==> config.mk <==
export PLATFORM = sky130hd
export DESIGN_NAME = arbiter_client_req
export DESIGN_NICKNAME = d
export VERILOG_FILES = /design/src/rtl/arbiter_client_req.sv
export SDC_FILE = /design/constraint.sdc
export NUM_CORES = 1
export LEC_CHECK = 0
export BUFFER_PORTS_ARGS = -buffer_cell sky130_fd_sc_hd__buf_2
export CAP_MARGIN = 10
export CORE_MARGIN = 5
export CORE_UTILIZATION = 46
export DETAILED_ROUTE_END_ITERATION = 7
export PLACE_DENSITY = 0.65
export SETUP_SLACK_MARGIN = 0.15
export SYNTH_ARGS = -nofsm -noshare
export SYNTH_HDL_FRONTEND = slang
export SYNTH_SLANG_ARGS = --single-unit
==> constraint.sdc <==
create_clock -name i_clk -period 2.1 [get_ports i_clk]
set_input_delay 0.105 -clock i_clk [delete_from_list [all_inputs] [get_ports i_clk]]
set_output_delay 0.105 -clock i_clk [all_outputs]
set_load 0.01 [all_outputs]
==> src/rtl/arbiter_client_req.sv <==
// arbiter_client_req: per-client request FIFO feeding a round-robin arbiter.
// Define ARB_REQ_TIMEOUT_EN to enable the starvation monitor (o_starve).
module arbiter_client_req #(
    parameter int DATA_WIDTH = 32,
    parameter int DEPTH      = 4,
    parameter int TIMEOUT    = 64
) (
    input  logic                         i_clk,
    input  logic                         i_rst_n,
    input  logic                         i_wr_valid,
    output logic                         o_wr_ready,
    input  logic [DATA_WIDTH-1:0]        i_wr_data,
    output logic                         o_req,
    input  logic                         i_gnt,
    output logic                         o_data_valid,
    output logic [DATA_WIDTH-1:0]        o_data,
    output logic [$clog2(DEPTH+1)-1:0]   o_count,
    output logic                         o_spurious_gnt,
    output logic                         o_starve
);

    localparam int CW = $clog2(DEPTH + 1);
    localparam int PW = $clog2(DEPTH);

    typedef enum logic [1:0] {
        S_IDLE = 2'd0,
        S_REQ  = 2'd1,
        S_POP  = 2'd2
    } state_t;

    if (DEPTH < 2 || (DEPTH & (DEPTH - 1)) != 0) begin : g_bad_depth
        $error("DEPTH must be a power of two and at least 2");
    end
    if (TIMEOUT < 1) begin : g_bad_timeout
        $error("TIMEOUT must be at least 1");
    end

    logic [DATA_WIDTH-1:0] r_mem [DEPTH];
    logic [PW-1:0]         r_wr_ptr;
    logic [PW-1:0]         r_rd_ptr;
    logic [CW-1:0]         r_count;
    logic [DATA_WIDTH-1:0] r_data;
    logic                  r_spurious;
    state_t                r_state;

    logic                  w_push;
    logic                  w_pop;
    logic [CW-1:0]         w_count_nxt;

    assign o_wr_ready = (r_count != CW'(DEPTH));
    assign w_push     = i_wr_valid & o_wr_ready;
    assign w_pop      = i_gnt & (r_count != '0);

    // Greater-than rather than a raw subtraction: a spurious grant on an empty
    // queue must not wrap the difference and raise req.
    assign o_req = (r_count > CW'(i_gnt));

    always_comb begin
        w_count_nxt = r_count;
        if (w_push && !w_pop) begin
            w_count_nxt = r_count + CW'(1);
        end else if (w_pop && !w_push) begin
            w_count_nxt = r_count - CW'(1);
        end
    end

    // NOTE: the storage array is deliberately left out of reset; o_count alone
    // says which entries are live, so stale contents are never observed.
    always_ff @(posedge i_clk) begin
        if (w_push) begin
            r_mem[r_wr_ptr] <= i_wr_data;
        end
    end

    // NOTE: every sequential block below uses non-blocking assignments so all
    // registers update from the same pre-edge values.
    always_ff @(posedge i_clk or negedge i_rst_n) begin
        if (!i_rst_n) begin
            r_wr_ptr   <= '0;
            r_rd_ptr   <= '0;
            r_count    <= '0;
            r_data     <= '0;
            r_spurious <= 1'b0;
        end else begin
            r_count    <= w_count_nxt;
            r_spurious <= i_gnt & (r_count == '0);
            if (w_push) begin
                r_wr_ptr <= r_wr_ptr + PW'(1);
            end
            if (w_pop) begin
                r_data   <= r_mem[r_rd_ptr];
                r_rd_ptr <= r_rd_ptr + PW'(1);
            end
        end
    end

    always_ff @(posedge i_clk or negedge i_rst_n) begin
        if (!i_rst_n) begin
            r_state <= S_IDLE;
        end else begin
            case (r_state)
                S_IDLE: if (w_push) r_state <= S_REQ;
                S_REQ:  if (w_pop)  r_state <= S_POP;
                S_POP: begin
                    if (w_pop) begin
                        r_state <= S_POP;
                    end else if (w_count_nxt != '0) begin
                        r_state <= S_REQ;
                    end else begin
                        r_state <= S_IDLE;
                    end
                end
                default: r_state <= S_IDLE;
            endcase
        end
    end

    assign o_data_valid   = (r_state == S_POP);
    assign o_data         = r_data;
    assign o_count        = r_count;
    assign o_spurious_gnt = r_spurious;

`ifdef ARB_REQ_TIMEOUT_EN
    localparam int            TW   = $clog2(TIMEOUT + 1);
    localparam logic [TW-1:0] TMAX = TW'(TIMEOUT);

    logic [TW-1:0] r_wait;

    always_ff @(posedge i_clk or negedge i_rst_n) begin
        if (!i_rst_n) begin
            r_wait <= '0;
        end else if (i_gnt || !o_req) begin
            r_wait <= '0;
        end else if (r_wait != TMAX) begin
            r_wait <= r_wait + TW'(1);
        end
    end

    assign o_starve = (r_wait == TMAX);
`else
    assign o_starve = 1'b0;
`endif

endmodule

==> metrics.md, run 1 <==
| Metric | Value |
|---|---|
| Status | `finished, final reports clean` |
| CTS buffer count | `17` |
| Router iterations before antenna repair | `4` |
| Synth area leader | `edfxtp_1` |
| Fin. max-slew vios | `0` |
| Crit path depth | `5` |
| Die Height | `129 microns` |
| Min Hold Slack | `0.0582 ns` |
| Routed vias | `3235` |
| CP Capture Point | `r_mem[0][9]` |
| Top-count cell post-synth | `edfxtp_1` |
| Global route hottest layer | `met2` |
| Max incr delay on CP | `0.39 ns` |
| Num rows | `43` |
| Register-to-register path setup slack | `0.30 ns` |
| Core ar. | `13900 sq um` |
| WL/cell | `19.1 microns` |
| Remaining Overflow, GRT | `0` |
| Crit path time final | `1.80 ns` |
| R2R Path End | `r_mem[0][9]` |
| CP delay by family, top | `simple AND/OR/NAND/NOR gates` |
| Crit path arrival time | `1.96 ns` |
| Placed inst area | `7150 sq um` |
| CTS tree | `built` |
| Critical path startpoint category | `flop` |
| Post-synth ARST share | `24.7%` |
| Filler cell count | `1078` |
| Final WL | `11900 microns` |
| Most common flop cell mapped by yosys | `edfxtp_1` |
| Area grow syn2layout | `24.8%` |
| Setup TNS | `0 ns` |
| Clock sink count | `170` |
| Register area | `4900 sq um` |
| Dominant cells by area after synthesis | `edfxtp_1, dfrtp_1, mux4_2, mux2_2, ha_1` |
| CTS Buffer Depth | `2` |
| Area occupied by multi-input gates | `1490 sq um` |
| Initial antenna violation count | `0` |
| Nets | `473` |
| Clk_lat worst skew | `0.43 ns` |
| CP max stage cell | `dfrtp_1` |
| Share of the cycle needed by the critical path after routing | `85.9%` |
| DR iter-0 viols | `187` |
| Synthesized area per cell | `21.5 sq um` |
| Final hold vios | `0` |
| Share of Yosys cell area claimed by the top area cell type | `59.1%` |
| Critical R2R Launch | `o_count[1]` |
| Detail Route Antenna Nets | `0` |
| GR met2 Demand/Resource | `24.9%` |
| Worst-path clk slew | `0.06 ns` |
| Antenna Cells | `0` |
| Yosys cell types | `37` |
| Critical Path Fanout Max | `18` |
| Met3 Track Usage GR | `5.19%` |
| Layout cells sized above 1 | `44.3%` |
| Leak | `3.02 nW` |
| Synth cell count leaders | `edfxtp_1, dfrtp_1, mux2_2, mux4_2, ha_1` |
| Skew final | `0.00763 ns` |
| Post-synthesis net count | `347` |
| I/O pins | `76` |
| Met1 usage in global routing | `20.6%` |
| Synth warnings | `0` |
| Final setup fails | `0` |
| IO Port Bufs | `74` |
| Root Buffer | `clkbuf_16` |
| Bufs and invs on worst path | `2` |
| Max-Cap Viols | `0` |
| Die area | `16600 sq um` |
| WP data required | `2.26 ns` |
| Power Density | `1420 nW/um^2` |
| RD Place Congestion | `0.720` |
| Htree depth | `4` |
| First-pass GRT wire length | `19300 microns` |
| RSZ-0062 raised after global routing | `false` |
| Register area share after synthesis | `75.2%` |
| Start point of the critical path | `o_count[1]` |
| FMAX | `554 MHz` |
| Number of synthesized flops with an enable pin | `128` |
| Mapped Area | `6510 sq um` |
| Synthesized flop and latch total | `170` |
| Post-synthesis cell count | `303` |
| Largest net degree at the start of global routing | `43` |
| Reg2Reg Depth | `5` |
| Die width | `129 microns` |
| Number of remaining DRC errors | `0` |
| Final Power | `11.5 mW` |
| Vias in the first global route | `3512` |
| Crit Path Category | `reg2reg` |
| Via density | `5.20` |
| Fin area | `8130 sq um` |
| CP endpoint kind | `flop` |
| Initial core utilization | `46.9%` |
| CP cell instances | `inv_1 -> ha_2 -> nand2_1 -> and3_2 -> buf_4` |
| Tot GR Track Use | `15.8%` |
| Post-layout util | `58.5%` |
| VDD IR max | `0.000807 V` |
| Min-delay worst type | `in2reg` |
| Hpwl dp | `7170 microns` |
-- through the flow --
step	setup WS (ns)	std cells
6_report	0.297	622
5_1_grt	0.162	622
3_3_place_gp	0.224	557
3_5_place_dp	0.203	557
2_1_floorplan	0.138	303
4_1_cts	0.192	622
-- layer usage --
layer | vias up | part of all wire (%) | wire, microns
li1 | 1466 | - | -
met1 | 1680 | 44 | 5180
met2 | 74 | 50 | 5910
met3 | 15 | 5.2 | 618
met4 | 0 | 1.5 | 181
met5 | - | 0 | 0
-- worst reg2reg max path, stage by stage (launching register included) --
cell	delay [ns]
dfrtp_1	0.39
inv_1	0.17
ha_2	0.32
nand2_1	0.16
and3_2	0.27
buf_4	0.23
-- how the worst min path moves through the flow --
stage	from	depth (start not counted)	end	slack [ns]
detailed placement	i_rst_n	2	o_data[20]	0.11
global placement	i_rst_n	2	o_data[20]	0.11
floorplan	i_rst_n	0	o_count[0]	-0.19
finish	i_gnt	3	o_spurious_gnt	0.06
global route	i_gnt	3	o_spurious_gnt	0.06
CTS	i_gnt	3	o_spurious_gnt	0.03
-- sequential cells by signal, indices dropped and copies added, names as in the netlist --
| signal | cells |
|---|---|
| r_mem | 128 |
| r_wr_ptr | 2 |
| r_state | 2 |
| o_data | 32 |
| r_rd_ptr | 2 |
| o_count | 3 |
| o_spurious_gnt | 1 |
-- where the power goes --
group	switching (mW)	internal (mW)	total, mW
sequential	0.378	4.58	4.95
combinational	1.55	1.68	3.23
clock	1.31	2.01	3.33
total	3.24	8.27	11.5
-- placed cells by master, fill, tap and decap left out, types with 3 or more instances in the layout --
| cell type | n |
|---|---|
| edfxtp_1 | 128 |
| buf_2 | 74 |
| dfrtp_1 | 40 |
| dlygate4sd3_1 | 33 |
| mux4_2 | 32 |
| mux2_2 | 32 |
| clkbuf_16 | 17 |
| buf_4 | 8 |
| ha_1 | 7 |
| xnor2_1 | 6 |
| inv_1 | 5 |
| nand2_1 | 5 |
| inv_6 | 5 |
| and3_2 | 4 |
| clkinv_4 | 4 |
| bufinv_16 | 4 |
| buf_12 | 4 |
| nor2_1 | 3 |
-- final cells by class --
class	count	share of cell area [%]
flip-flops and latches	170	60.3
multi-input cells	114	18.4
repair buffers	120	10.5
clock buffers	17	5.24
well taps	180	2.77
clock inverters	15	2.60
inverters	6	0.277
-- repair_timing --
| item | CTS | global route |
|---|---|---|
| setup buffers | 0 | 0 |
| endpoints found under the setup margin | 0 | 132 |
| gates resized for setup | 0 | 2 |
| hold buffers | 33 | 0 |
| endpoints found under the hold margin | 170 | 0 |
-- cell families after synthesis --
kind of cell	count (synthesis)	share of synthesized area, %
adders and majority gates	10	1.86
xor gates and xnor gates	6	0.807
muxes	65	16.8
AOI/OAI and AO/OA	11	1.52
buffers and inverters	19	1.92
other	1	0.0576
DFF	170	75.2
and+or+nand+nor	21	1.86
No activity file was read; power rests on OpenSTA's default activity.
==> run 2, diff against run 1 <==
- ABC_AREA: not set -> 1
==> metrics.md, run 2 <==
| Metric | Value |
|---|---|
| Crit path arrival time | `2.09 ns (was 1.96 ns)` |
| Mux contribution to synthesized area | `0% (was 16.8%)` |
| Post-synthesis cell count | `530 (was 303)` |
| Max incr delay on CP | `0.42 ns (was 0.39 ns)` |
| Relative slew margins | `44.0%` |
| Top layer in use | `met4 (unchanged)` |
| Cell mode on critical path | `nand2_1` |
| Die Height | `130 microns (was 129 microns)` |
| Most common cell after layout, fill and taps aside | `nor2_1 (was edfxtp_1)` |
| Hold path cells | `4 (was 3)` |
| Mapped Area | `6590 sq um (was 6510 sq um)` |
| Synth cell count leaders | `nor2_1, edfxtp_1, o21ai_0, dfrtp_1, a31oi_1 (was edfxtp_1, dfrtp_1, mux2_2, mux4_2, ha_1)` |
| Max-Cap Viols | `0 (unchanged)` |
| Register-to-register path setup slack | `0.33 ns (was 0.30 ns)` |
| Reg2Reg Depth | `13 (was 5)` |
| Final setup fails | `0 (unchanged)` |
| Met3 WL | `663 microns (was 618 microns)` |
| Skew final | `0.00762 ns (was 0.00763 ns)` |
| M1 WL | `5860 microns (was 5180 microns)` |
| FMAX | `564 MHz (was 554 MHz)` |
| Synth area leader | `edfxtp_1 (unchanged)` |
| Most common flop cell mapped by yosys | `edfxtp_1 (unchanged)` |
| Clock sink count | `170 (unchanged)` |
| Largest family of logic cells by synthesized area | `simple AND/OR/NAND/NOR gates (was multiplexers)` |
| Register area share after synthesis | `74.2% (was 75.2%)` |
| CP endpoint kind | `flop (unchanged)` |
| Synth warnings | `0 (unchanged)` |
| Yosys cell types | `26 (was 37)` |
| Via density | `5.11 (was 5.20)` |
| VDD IR max | `0.000701 V (was 0.000807 V)` |
| Most frequent cells in the layout | `nor2_1, edfxtp_1, buf_2 (was edfxtp_1, buf_2, dfrtp_1)` |
| Fin. max-slew vios | `0 (unchanged)` |
| Hpwl dp | `8010 microns (was 7170 microns)` |
| Worst-path clk slew | `0.06 ns (about the same)` |
| CP cell instances | `inv_1 -> ha_1 -> nand2_2 -> nand2_8 -> nand3_2 -> nand3_1 -> nand2_2 -> nor2_2 -> nand2_1 -> nand2_1 -> nand2_1 -> nand2_1 -> nand2_1 (was inv_1 -> ha_2 -> nand2_1 -> and3_2 -> buf_4)` |
| Share of the cycle needed by the critical path after routing | `84.4% (was 85.9%)` |
| CP max stage cell | `dfrtp_1 (unchanged)` |
| Post-layout util | `58.4% (was 58.5%)` |
| Tot GR Track Use | `17.6% (was 15.8%)` |
| Area grow syn2layout | `24.0% (was 24.8%)` |
| Remaining Overflow, GRT | `0 (unchanged)` |
| Min-delay worst type | `in2reg (unchanged)` |
| Synthesized area per cell | `12.4 sq um (was 21.5 sq um)` |
| Clk_lat worst skew | `0.42 ns (was 0.43 ns)` |
| Dominant cells by area after synthesis | `edfxtp_1, dfrtp_1, nor2_1, o21ai_0, a31oi_1 (was edfxtp_1, dfrtp_1, mux4_2, mux2_2, ha_1)` |
| Layout cells sized above 1 | `20.9% (was 44.3%)` |
| RSZ-0062 raised after global routing | `false (unchanged)` |
| Post-synthesis net count | `574 (was 347)` |
| Crit path time final | `1.77 ns (was 1.80 ns)` |
| Critical R2R Launch | `o_count[1] (unchanged)` |
| Metal2 WL | `7010 microns (was 5910 microns)` |
| WP data required | `2.41 ns (was 2.26 ns)` |
| Number of synthesized flops with an enable pin | `128 (unchanged)` |
| Router iterations before antenna repair | `4 (unchanged)` |
| Detail Route Antenna Nets | `0 (unchanged)` |
| IO Port Bufs | `74 (unchanged)` |
| Vias in the first global route | `4380 (was 3512)` |
| Crit Path Category | `reg2reg (unchanged)` |
| Initial core utilization | `47.1% (was 46.9%)` |
| Worst slew pin tran | `0.839 ns` |
| Initial antenna violation count | `0 (unchanged)` |
| Num rows | `43 (unchanged)` |
| Share of Yosys cell area claimed by the top area cell type | `58.3% (was 59.1%)` |
| Final Power | `11.6 mW (was 11.5 mW)` |
| Die width | `130 microns (was 129 microns)` |
| Leak | `3.11 nW (was 3.02 nW)` |
| Post-synthesis adder-cell area fraction | `1.52% (was 1.86%)` |
| Synth Area in Compound Gates | `8.24% (was 1.52%)` |
| CP delay by family, top | `simple AND/OR/NAND/NOR gates (unchanged)` |
| Final hold vios | `0 (unchanged)` |
| Critical path startpoint category | `flop (unchanged)` |
| R2R Path End | `r_state[0] (was r_mem[0][9])` |
| Post-synth ARST share | `24.7% (unchanged)` |
| Synthesized flop and latch total | `170 (unchanged)` |
| Core ar. | `14000 sq um (was 13900 sq um)` |
| Bufs and invs on worst path | `1 (was 2)` |
| Top-count cell post-synth | `nor2_1 (was edfxtp_1)` |
| Largest net degree at the start of global routing | `66 (was 43)` |
| WL/cell | `16.3 microns (was 19.1 microns)` |
| Antenna Cells | `0 (unchanged)` |
| Power Density | `1420 nW/um^2 (about the same)` |
| Root Buffer | `clkbuf_16 (unchanged)` |
| CTS tree | `built (unchanged)` |
| Setup TNS | `0 ns (unchanged)` |
| Status | `finished, final reports clean (unchanged)` |
| Fin area | `8170 sq um (was 8130 sq um)` |
| I/O pins | `76 (unchanged)` |
| Number of remaining DRC errors | `0 (unchanged)` |
| Placed inst area | `7220 sq um (was 7150 sq um)` |
| First-pass GRT wire length | `22500 microns (was 19300 microns)` |
| Largest reg by FF count | `r_mem (unchanged)` |
| Final WS setup | `0.328 ns (was 0.297 ns)` |
| DR iter-0 viols | `332 (was 187)` |
| Htree depth | `4 (unchanged)` |
| Nets | `690 (was 473)` |
| Hold Path Origin | `i_wr_valid (was i_gnt)` |
| XOR/XNOR Fraction of Synth Area | `0.266% (was 0.807%)` |
| Routed vias | `4286 (was 3235)` |
| Critical Path Fanout Max | `9 (was 18)` |
| Final WL | `13700 microns (was 11900 microns)` |
| Pre-CTS setup slack | `0.262 ns (was 0.203 ns)` |
| Max reg flops | `128 (unchanged)` |
| Synth Area in Simple Gates | `12.3% (was 1.86%)` |
| WHS Endpoint | `r_wr_ptr[1] (was o_spurious_gnt)` |
| CTS buffer count | `17 (unchanged)` |
| Die area | `16800 sq um (was 16600 sq um)` |
| CTS Buffer Depth | `2 (unchanged)` |
| RD Place Congestion | `0.741 (was 0.720)` |
==> run 2: timing repair <==
action | in CTS | in global routing
hold buffers | 34 | 0
gates resized for setup | 0 | 2
setup endpoints to repair | 0 | 1
hold endpoints to repair | 159 | 0
buffers inserted | 0 | 3
==> run 2: worst max path at each step <==
stage	slack (ns)	end	start	depth (start not counted)
2_1_floorplan	-0.14	r_mem[0][0]	o_count[0]	5
3_3_place_gp	0.34	r_state[0]	o_count[0]	13
3_5_place_dp	0.26	r_state[0]	o_count[0]	13
4_1_cts	0.22	r_state[0]	o_count[0]	13
5_1_grt	0.16	r_state[0]	o_count[1]	13
6_report	0.33	r_state[0]	o_count[1]	13
==> run 2: metrics by stage <==
stage	instances	hold slack, ns
after floorplan	530	-0.191
after global placement	770	0.246
after detailed placement	770	0.258
after CTS	836	0.117
after global routing	839	0.139
final	839	0.122
==> run 2: cell type report <==
type | instances | area (sq um)
Fill cell | 1134 | 5820
Clock inverter | 9 | 123
Timing Repair Buffer | 126 | 883
Multi-Input combinational cell | 312 | 1510
Sequential cell | 170 | 4900
Inverter | 19 | 73.8
Clock buffer | 23 | 458
Tap cell | 180 | 225
==> run 2: power breakdown <==
group          internal (mW)  total, mW  switching (mW)
registers               4.57       4.92           0.353
logic                   1.29       3.64            2.35
clock network           1.89       3.06            1.17
total                   7.75       11.6            3.88
==> run 2: cells by family (layout without fill, tap and decap cells) <==
logic type	count (synthesis)	count (layout)
AOI/OAI and AO/OA	100	100
xor gates and xnor gates	2	2
adders and majority gates	8	8
buffers and inverters	48	177
DFF	170	170
other	1	1
and+or+nand+nor	201	201
==> run 2: per-layer routing <==
metal	global-route usage, %	up-vias
li1	-	2081
met1	22.1	2081
met2	30.1	107
met3	4.01	17
met4	6.42	0
met5	0	-
==> run 2: worst register-to-register path, delay by kind of cell (launching register included) <==
kind / cells / cell delay [ns]
flops: 1 / 0.42
simple gates: 11 / 0.93
fa+ha+maj: 1 / 0.20
buf+inv: 1 / 0.12
==> run 3, diff against run 2 <==
- ABC_AREA: 1 -> 0
- clock period: 2.1 -> 1.8 ns (I/O delays scaled with it)
==> metrics.md, run 3 (synthesized netlist as in run 1, its figures left out) <==
| Metric | Value |
|---|---|
| Status | `finished, final reports clean (unchanged)` |
| Max-Cap Viols | `0 (unchanged)` |
| Clock sink count | `170 (unchanged)` |
| RSZ-0062 raised after global routing | `true (was false)` |
| Most common cell after layout, fill and taps aside | `edfxtp_1 (was nor2_1)` |
| DR iter-0 viols | `264 (was 332)` |
| Number of remaining DRC errors | `0 (unchanged)` |
| CTS Buffer Depth | `2 (unchanged)` |
| Via density | `5.11 (about the same)` |
| VDD IR max | `0.000906 V (was 0.000701 V)` |
| Largest reg by FF count | `r_mem (unchanged)` |
| Initial core utilization | `46.9% (was 47.1%)` |
| Post-layout util | `59.9% (was 58.4%)` |
| Final WL | `11800 microns (was 13700 microns)` |
| CP cell instances | `inv_4 -> ha_4 -> a21bo_4 -> or3_1 -> a222oi_1 -> o22ai_1 (was inv_1 -> ha_1 -> nand2_2 -> nand2_8 -> nand3_2 -> nand3_1 -> nand2_2 -> nor2_2 -> nand2_1 -> nand2_1 -> nand2_1 -> nand2_1 -> nand2_1)` |
| Worst-path clk slew | `0.06 ns (about the same)` |
| CP endpoint kind | `flop (unchanged)` |
| Largest net degree at the start of global routing | `29 (was 66)` |
| Clk_lat worst skew | `0.41 ns (was 0.42 ns)` |
| Most frequent cells in the layout | `edfxtp_1, buf_2, dfrtp_1 (was nor2_1, edfxtp_1, buf_2)` |
| FMAX | `615 MHz (was 564 MHz)` |
| Fin. max-slew vios | `0 (unchanged)` |
| Htree depth | `4 (unchanged)` |
| Detail Route Antenna Nets | `0 (unchanged)` |
| Critical Path Fanout Max | `6 (was 9)` |
| Remaining Overflow, GRT | `0 (unchanged)` |
| Tot GR Track Use | `15.5% (was 17.6%)` |
| Skew final | `0.00732 ns (was 0.00762 ns)` |
| Routed vias | `3239 (was 4286)` |
| Layout cells sized above 1 | `45.5% (was 20.9%)` |
| WL/cell | `18.7 microns (was 16.3 microns)` |
| Die Height | `129 microns (was 130 microns)` |
| Core ar. | `13900 sq um (was 14000 sq um)` |
| Register-to-register path setup slack | `0.17 ns (was 0.33 ns)` |
| Final setup fails | `0 (unchanged)` |
| CTS buffer count | `17 (unchanged)` |
| Initial antenna violation count | `1 (was 0)` |
| CTS tree | `built (unchanged)` |
| Max incr delay on CP | `0.38 ns (was 0.42 ns)` |
| Die area | `16600 sq um (was 16800 sq um)` |
| First-pass GRT wire length | `19000 microns (was 22500 microns)` |
| WP data required | `2.08 ns (was 2.41 ns)` |
| I/O pins | `76 (unchanged)` |
| Num rows | `43 (unchanged)` |
| Bufs and invs on worst path | `1 (unchanged)` |
| Final hold vios | `0 (unchanged)` |
| IO Port Bufs | `74 (unchanged)` |
| Vias in the first global route | `3534 (was 4380)` |
| Area grow syn2layout | `27.8% (was 24.0%)` |
| Max reg flops | `128 (unchanged)` |
| RD Place Congestion | `0.732 (was 0.741)` |
| Die width | `129 microns (was 130 microns)` |
| Nets | `484 (was 690)` |
| Router iterations before antenna repair | `4 (unchanged)` |
| Min-delay worst type | `in2reg (unchanged)` |
| CP max stage cell | `dfrtp_2 (was dfrtp_1)` |
| Crit path time final | `1.63 ns (was 1.77 ns)` |
| Crit path arrival time | `1.91 ns (was 2.09 ns)` |
| Power Density | `1630 nW/um^2 (was 1420 nW/um^2)` |
| Root Buffer | `clkbuf_16 (unchanged)` |
| CP delay by family, top | `compound AO/OA/AOI/OAI gates (was simple AND/OR/NAND/NOR gates)` |
| Hpwl dp | `7390 microns (was 8010 microns)` |
| Leak | `3.08 nW (was 3.11 nW)` |
| Critical path startpoint category | `flop (unchanged)` |
| Share of the cycle needed by the critical path after routing | `90.3% (was 84.4%)` |
| Crit Path Category | `reg2reg (unchanged)` |
| Setup TNS | `0 ns (unchanged)` |
## run 3: layer usage
layer	global-route usage, %	part of all wire [%]
met3	4.82	5.2
met1	19.3	41
met4	5.44	1.2
met2	25.9	52
met5	0	0
## run 3: worst paths after layout
path,startpoint,to,cells past startpoint
setup reg to reg,o_count[0],r_state[0],6
max in group asynchronous,i_rst_n,r_rd_ptr[1],3
setup / recovery,o_count[0],r_state[0],6
min in group asynchronous,i_rst_n,o_data[28],2
hold reg to reg,o_data[29],o_data[29],1
hold / removal,i_gnt,o_spurious_gnt,3
## run 3: worst reg2reg max path, cell delays in order (launching register included)
cell	delay, ns
dfrtp_2	0.38
inv_4	0.05
ha_4	0.17
a21bo_4	0.21
or3_1	0.30
a222oi_1	0.28
o22ai_1	0.11
## run 3: area by class of cell
type,instances,area (sq um)
Antenna cell,1,2.50
Clock buffer,25,485
Clock inverter,7,114
Fill cell,1020,5560
Inverter,6,25.0
Multi-Input combinational cell,114,1520
Sequential cell,170,4900
Tap cell,180,225
Timing Repair Buffer,131,1040
## run 3: per-stage QoR
stage	total power [mW]	setup slack, ns	std cells	cell area, sq um	hold WS (ns)
after floorplan	8.42	0.0871	303	6540	-0.206
after global placement	9.81	0.106	560	7320	0.0647
after detailed placement	9.92	0.0771	560	7320	0.0708
after CTS	13.8	0.108	632	8300	0.0182
after global routing	14.4	0.0943	634	8320	0.0390
final	13.6	0.174	634	8320	0.0501
## run 3: what timing repair did
action                     4_1_cts  5_1_grt
pin swaps                        4        4
hold endpoints to repair       155        0
buffers inserted                 7        1
setup endpoints to repair        3       24
hold buffers                    33        0
gates resized for setup          1        3
## run 3: power by group
group | internal [mW] | leakage, nW | switching [mW]
clock network | 2.29 | 0.296 | 1.36
registers | 5.34 | 1.66 | 0.420
logic | 2.27 | 1.13 | 1.91
total | 9.90 | 3.08 | 3.68
